### config.mk
export PLATFORM = sky130hd
export DESIGN_NAME = store_monitor_flat
export DESIGN_NICKNAME = d
export VERILOG_FILES = /design/src/rtl/store_monitor_if.sv /design/src/rtl/store_monitor.sv /design/src/flat_wrapper.sv
export SDC_FILE = /design/constraint.sdc
export NUM_CORES = 1
export LEC_CHECK = 0
export ABC_AREA = 1
export BUFFER_PORTS_ARGS = -buffer_cell sky130_fd_sc_hd__buf_2
export CAP_MARGIN = 40
export CELL_PAD_IN_SITES_DETAIL_PLACEMENT = 1
export CELL_PAD_IN_SITES_GLOBAL_PLACEMENT = 2
export CORE_MARGIN = 5
export CORE_UTILIZATION = 37
export DETAILED_ROUTE_END_ITERATION = 16
export PLACE_DENSITY = 0.78
export SLEW_MARGIN = 20
export SYNTH_ARGS = -nofsm -noshare
export SYNTH_HDL_FRONTEND = slang
export SYNTH_SLANG_ARGS = --single-unit
### constraint.sdc
create_clock -name clk -period 5.9 [get_ports clk]
set_input_delay 0.59 -clock clk [delete_from_list [all_inputs] [get_ports clk]]
set_output_delay 0.59 -clock clk [all_outputs]
set_load 0.005 [all_outputs]
### src/rtl/store_monitor_if.sv
// Bus between the core's data-memory write port, the monitor, and the log drain side.
// The core/drain side uses master; the monitor uses slave.
interface store_monitor_if #(
  parameter int DEPTH = 8
);
  localparam int CW = $clog2(DEPTH) + 1;

  logic          MemWrite;
  logic [31:0]   DataAdr;
  logic [31:0]   WriteData;
  logic          log_valid;
  logic          log_ready;
  logic [31:0]   log_adr;
  logic [31:0]   log_data;
  logic [CW-1:0] log_count;
  logic          overflow;
  logic [15:0]   drop_count;
  logic [15:0]   store_count;
  logic          done;
  logic          pass;
  logic          fail;

  modport master (
    output MemWrite, DataAdr, WriteData, log_ready,
    input  log_valid, log_adr, log_data, log_count, overflow,
           drop_count, store_count, done, pass, fail
  );

  modport slave (
    input  MemWrite, DataAdr, WriteData, log_ready,
    output log_valid, log_adr, log_data, log_count, overflow,
           drop_count, store_count, done, pass, fail
  );
endinterface

### src/rtl/store_monitor.sv
// Store monitor: snoops the core's data-memory writes, logs them into a
// first-word-fall-through FIFO, and latches a sticky pass/fail verdict.
module store_monitor #(
  parameter int          DEPTH       = 8,
  parameter logic [31:0] PASS_ADR    = 32'd100,
  parameter logic [31:0] PASS_DATA   = 32'd25,
  parameter logic [31:0] SCRATCH_ADR = 32'd96
) (
  input  logic           clk,
  input  logic           reset,
  store_monitor_if.slave bus
);
  localparam int AW = $clog2(DEPTH);
  localparam int CW = AW + 1;
  localparam logic [CW-1:0] FULL = CW'(DEPTH);

  typedef struct packed {
    logic [31:0] adr;
    logic [31:0] data;
  } entry_t;

  typedef enum logic [1:0] {
    ST_RUN  = 2'd0,
    ST_PASS = 2'd1,
    ST_FAIL = 2'd2
  } state_t;

  state_t        state_q, state_d;
  entry_t        mem [DEPTH];
  entry_t        head;
  logic [AW-1:0] wr_ptr, rd_ptr;
  logic [CW-1:0] count_q;
  logic          ovf_q, pass_q, fail_q;
  logic [15:0]   drop_q, stores_q;
  logic          push_req, full, pop, push, drop, valid;

  // Store qualification and FIFO handshake; a pop frees the slot for a same-cycle push.
  always_comb begin
    push_req = bus.MemWrite && (state_q == ST_RUN);
    full     = (count_q == FULL);
    valid    = (count_q != '0);
    pop      = valid && bus.log_ready;
    push     = push_req && (!full || pop);
    drop     = push_req && full && !pop;
  end

  // Verdict next-state: only stores seen in RUN can decide, dropped ones included.
  always_comb begin
    state_d = state_q;
    if (push_req) begin
      if (bus.DataAdr == PASS_ADR && bus.WriteData == PASS_DATA)
        state_d = ST_PASS;
      else if (bus.DataAdr != SCRATCH_ADR)
        state_d = ST_FAIL;
    end
  end

  // State register plus registered verdict flags, visible the cycle after the deciding store.
  always_ff @(posedge clk) begin
    if (reset) begin
      state_q <= ST_RUN;
      pass_q  <= 1'b0;
      fail_q  <= 1'b0;
    end else begin
      state_q <= state_d;
      pass_q  <= (state_d == ST_PASS);
      fail_q  <= (state_d == ST_FAIL);
    end
  end

  // FIFO storage; contents need no reset because the outputs are gated by valid.
  always_ff @(posedge clk) begin
    if (!reset && push)
      mem[wr_ptr] <= '{adr: bus.DataAdr, data: bus.WriteData};
  end

  // Pointers wrap naturally since DEPTH is a power of two.
  always_ff @(posedge clk) begin
    if (reset) begin
      wr_ptr  <= '0;
      rd_ptr  <= '0;
      count_q <= '0;
    end else begin
      if (push) wr_ptr <= wr_ptr + AW'(1);
      if (pop)  rd_ptr <= rd_ptr + AW'(1);
      case ({push, pop})
        2'b10:   count_q <= count_q + CW'(1);
        2'b01:   count_q <= count_q - CW'(1);
        default: count_q <= count_q;
      endcase
    end
  end

  // Saturating store/drop accounting and the sticky overflow flag.
  always_ff @(posedge clk) begin
    if (reset) begin
      stores_q <= '0;
      drop_q   <= '0;
      ovf_q    <= 1'b0;
    end else begin
      if (push_req && stores_q != 16'hFFFF) stores_q <= stores_q + 16'd1;
      if (drop) begin
        ovf_q <= 1'b1;
        if (drop_q != 16'hFFFF) drop_q <= drop_q + 16'd1;
      end
    end
  end

  assign head            = mem[rd_ptr];
  assign bus.log_valid   = valid;
  assign bus.log_adr     = valid ? head.adr  : '0;
  assign bus.log_data    = valid ? head.data : '0;
  assign bus.log_count   = count_q;
  assign bus.overflow    = ovf_q;
  assign bus.drop_count  = drop_q;
  assign bus.store_count = stores_q;
  assign bus.pass        = pass_q;
  assign bus.fail        = fail_q;
  assign bus.done        = pass_q | fail_q;
endmodule

### src/flat_wrapper.sv
// flat-port wrapper written by rule: the top's interface ports become plain ports
module store_monitor_flat 
#(
  parameter int          DEPTH       = 8,
  parameter logic [31:0] PASS_ADR    = 32'd100,
  parameter logic [31:0] PASS_DATA   = 32'd25,
  parameter logic [31:0] SCRATCH_ADR = 32'd96
)
  (clk, reset, bus_MemWrite, bus_DataAdr, bus_WriteData, bus_log_ready, bus_log_valid, bus_log_adr, bus_log_data, bus_log_count, bus_overflow, bus_drop_count, bus_store_count, bus_done, bus_pass, bus_fail);
  store_monitor_if #(.DEPTH(DEPTH)) bus_i ();
  input  logic clk;
  input  logic reset;
  input wire logic [$bits(bus_i.MemWrite)-1:0] bus_MemWrite;
  input wire logic [$bits(bus_i.DataAdr)-1:0] bus_DataAdr;
  input wire logic [$bits(bus_i.WriteData)-1:0] bus_WriteData;
  input wire logic [$bits(bus_i.log_ready)-1:0] bus_log_ready;
  output wire logic [$bits(bus_i.log_valid)-1:0] bus_log_valid;
  output wire logic [$bits(bus_i.log_adr)-1:0] bus_log_adr;
  output wire logic [$bits(bus_i.log_data)-1:0] bus_log_data;
  output wire logic [$bits(bus_i.log_count)-1:0] bus_log_count;
  output wire logic [$bits(bus_i.overflow)-1:0] bus_overflow;
  output wire logic [$bits(bus_i.drop_count)-1:0] bus_drop_count;
  output wire logic [$bits(bus_i.store_count)-1:0] bus_store_count;
  output wire logic [$bits(bus_i.done)-1:0] bus_done;
  output wire logic [$bits(bus_i.pass)-1:0] bus_pass;
  output wire logic [$bits(bus_i.fail)-1:0] bus_fail;
  assign bus_i.MemWrite = bus_MemWrite;
  assign bus_i.DataAdr = bus_DataAdr;
  assign bus_i.WriteData = bus_WriteData;
  assign bus_i.log_ready = bus_log_ready;
  assign bus_log_valid = bus_i.log_valid;
  assign bus_log_adr = bus_i.log_adr;
  assign bus_log_data = bus_i.log_data;
  assign bus_log_count = bus_i.log_count;
  assign bus_overflow = bus_i.overflow;
  assign bus_drop_count = bus_i.drop_count;
  assign bus_store_count = bus_i.store_count;
  assign bus_done = bus_i.done;
  assign bus_pass = bus_i.pass;
  assign bus_fail = bus_i.fail;
  store_monitor #(.DEPTH(DEPTH), .PASS_ADR(PASS_ADR), .PASS_DATA(PASS_DATA), .SCRATCH_ADR(SCRATCH_ADR)) u_core (.clk(clk), .reset(reset), .bus(bus_i));
endmodule
==> impl_metrics.json <==
{
  "status": "complete, no violations",
  "syn_to_final_growth_pct": 15.6,
  "cts_max_level": 2,
  "ir_worst_vdd_v": 0.000230,
  "rsz0062_at_grt": "no",
  "max_slew_margin_pct": 41.8,
  "fin_crit_sh_pct": 67.1,
  "required_ns": 5.31,
  "cp-end-kind": "output port",
  "grt-ovfl-total": 0,
  "rrSetupSlack_ns": 3.09,
  "critical_path_class": "reg2out",
  "post-dp-hpwl_um": 35300,
  "dp_cells": 2783,
  "numPortBuffers": 172,
  "track_usage_pct": 17.8,
  "min_period_ns": 3.96,
  "first_iter_violations": 840,
  "grt_first_pass_wirelength_um": 93700,
  "detail_route.first_pass.iterations": 4,
  "setup_viol": 0,
  "worst_slew_pin_slew_ns": 0.873,
  "numCtsBuffers": 59,
  "core_area_sq_um": 60600,
  "fin_skew_ns": 0.0175,
  "vias": 15200,
  "netlist_instances": 1915,
  "postPlaceCellArea_sq_um": 24500,
  "clock-sinks": 562,
  "startpoint_type": "flip-flop",
  "num-nets-final": 2135,
  "power.internal_mw": 7.12,
  "post_cts_buffers": 0,
  "clkPwrFrac_pct": 33.1,
  "yosysWarnings": 0,
  "insertion_delay_ns": 0.62,
  "finalSetupTns_ns": 0,
  "syn-mean-instance-area_sq_um": 11.8,
  "hold_path_class": "in2reg",
  "path_clk_slew_ns": 0.06,
  "drtAntennaViolNets": 0,
  "synth-seq-cells": 562,
  "cts_tree": "built",
  "post-route-util_pct": 43.3,
  "pwr_density_cell_nw_per_um2": 394,
  "grt_pass1_vias": 16200,
  "initial_core_util_pct": 37.5,
  "leakage_nw": 8.90,
  "synth_edf_count": 512,
  "p_seq_share_pct": 43.7,
  "clockBufferDepth": 3,
  "cp.arrival_ns": 3.37,
  "drive_gt1_share_pct": 15.1,
  "viasPerCell": 5.24,
  "stdcell_area_sq_um": 26200,
  "grt_antenna_before_repair": 8,
  "dp_slack_ns": 2.49,
  "die_x_um": 258,
  "die_y_um": 258,
  "ys_types": 35,
  "p_comb_share_pct": 23.2,
  "grt_start_max_net_pins": 178,
  "yosysSeqAreaShare_pct": 72.2,
  "p_switching_mw": 3.23,
  "synthArstFlopShare_pct": 0,
  "setup_slack_ns": 1.94,
  "drv_slew": 0,
  "p_sw_share_pct": 31.2,
  "design.die.area_sq_um": 66400,
  "ys.flop_type": "edfxtp_1",
  "io_pins": 173,
  "maxCapViolCount": 0,
  "drt_wl_total_um": 60900,
  "clock.fmax_mhz": 253,
  "drcViolationCount": 0,
  "syn_area_sq_um": 22700,
  "cp_max_fo": 101,
  "place_congestion": 0.735,
  "fin_cells": 2895,
  "avgRoutedWirePerCell_um": 21.0,
  "final_hold_viol_count": 0,
  "postCtsHoldBufs": 0,
  "rows": 90,
  "ctsResizeCount": 0,
  "synth_nets": 1988,
  "root_buffer": "clkbuf_16"
}
==> power by group through the flow <==
stage,clock [mW],sequential [mW],combinational [mW]
global route,3.71,4.53,2.69
global placement,0,4.64,2.27
detailed placement,0,4.61,2.44
floorplan,0,4.54,1.48
CTS,3.53,4.52,2.46
finish,3.43,4.52,2.39
==> sequential cells by signal (all words and copies together) (netlist names), named ones only <==
register / count
u_core.bus.pass: 1
u_core.wr_ptr: 3
u_core.bus.fail: 1
u_core.mem: 512
u_core.bus.overflow: 1
u_core.rd_ptr: 3
u_core.bus.store_count: 16
u_core.bus.drop_count: 16
u_core.bus.log_count: 4
u_core.state_q: 2
==> critical path, stage by stage (launching register included) <==
cell	delay [ns]
dfxtp_4	0.44
buf_16	0.23
inv_6	0.51
buf_12	0.44
o21ai_0	0.15
o22ai_1	0.20
o21ai_0	0.10
a31oi_1	0.38
buf_2	0.20
==> cell type report <==
cell class              count  area [sq um]
diodes                      5          12.5
clock buffers              74          1540
clock inverters            33           221
fillers                  6468         34300
inverters                  56           220
multi-input cells        1182          5590
flip-flops and latches    562         16400
well taps                 782           978
repair buffers            201          1290
==> cell usage in the layout (no fill, tap or decap), types with 5 or more instances in the layout <==
| cell type | Yosys | final |
|---|---|---|
| nand2_1 | 116 | 116 |
| clkbuf_16 | 0 | 59 |
| inv_1 | 53 | 52 |
| dfxtp_1 | 50 | 48 |
| buf_4 | 22 | 16 |
| nand3_1 | 29 | 29 |
| a21oi_1 | 29 | 29 |
| clkinv_1 | 0 | 14 |
| o21ai_1 | 10 | 10 |
| clkbuf_1 | 68 | 14 |
| buf_12 | 1 | 6 |
| a31oi_1 | 64 | 64 |
| edfxtp_1 | 512 | 512 |
| buf_16 | 0 | 7 |
| o21ai_0 | 328 | 328 |
| nand2_2 | 7 | 7 |
| nor2_4 | 1 | 5 |
| clkinv_2 | 0 | 10 |
| o22ai_1 | 64 | 64 |
| nor3_2 | 2 | 6 |
| diode_2 | 0 | 5 |
| nor2_1 | 467 | 463 |
| ha_1 | 5 | 5 |
| a21oi_2 | 6 | 6 |
| buf_2 | 11 | 172 |
| xor2_1 | 14 | 14 |
| nand4_1 | 7 | 7 |
| nor3_1 | 18 | 14 |
==> cell usage after synthesis (2+ instances only) <==
cell	count	area (sq um)
xor2_1	14	123
nand2_2	7	43.8
clkbuf_1	68	255
buf_2	11	55.1
a21oi_2	6	52.6
o21ai_1	10	50.1
buf_6	3	33.8
o22ai_1	64	400
a31oi_1	64	400
o21ai_0	328	1640
nor2_2	3	18.8
a21oi_1	29	145
nand4_1	7	43.8
nand3_1	29	145
xnor2_1	3	26.3
nand3_2	3	30.0
nor3_1	18	90.1
inv_1	53	199
ha_1	5	62.6
nor2_1	467	1750
edfxtp_1	512	15400
nor3_2	2	20.0
buf_4	22	165
dfxtp_1	50	1000
nand2_1	116	435
buf_1	10	37.5
inv_2	3	11.3
==> per-stage QoR <==
| step | total power [mW] | hold slack (ns) |
|---|---|---|
| global placement | 6.91 | 0.453 |
| CTS | 10.5 | 0.205 |
| finish | 10.3 | 0.246 |
| floorplan | 6.02 | 0.448 |
| global route | 10.9 | 0.228 |
| detailed placement | 7.05 | 0.459 |
==> cell families (layout without fill, tap and decap cells) <==
family                     Yosys count  in the layout  share of synthesized area, %
AOI/OAI and AO/OA                  502            502                          11.9
xor gates and xnor gates            17             17                         0.656
adders and majority gates            5              5                         0.276
buffers and inverters              171            364                          3.42
DFF                                562            562                          72.2
other                                0              5                             0
and+or+nand+nor                    658            658                          11.6
==> per-layer routing <==
layer  vias to the layer above  GRT usage [%]  part of all wire [%]  wire length (um)
met2                       252           31.2                    49             29900
met5                         -              0                 0.072                44
met4                         8           3.80                   1.6               991
met1                      7641           22.9                    44             27000
li1                       7183              -                     -                 -
met3                        89           3.87                   4.8              2900
==> final timing paths <==
check | cells after the start | from | end
max | 8 | flip-flop | bus_log_data[1]
min | 1 | bus_DataAdr[27] | u_core.mem[7][59]$_DFFE_PP_
max reg2reg | 9 | u_core.state_q[1]$_SDFF_PP0_ | u_core.mem[6][49]$_DFFE_PP_
min reg2reg | 2 | u_core.bus.overflow$_SDFFE_PP0P_ | u_core.bus.overflow$_SDFFE_PP0P_
Note: power is estimated with default switching activity, not from simulation.
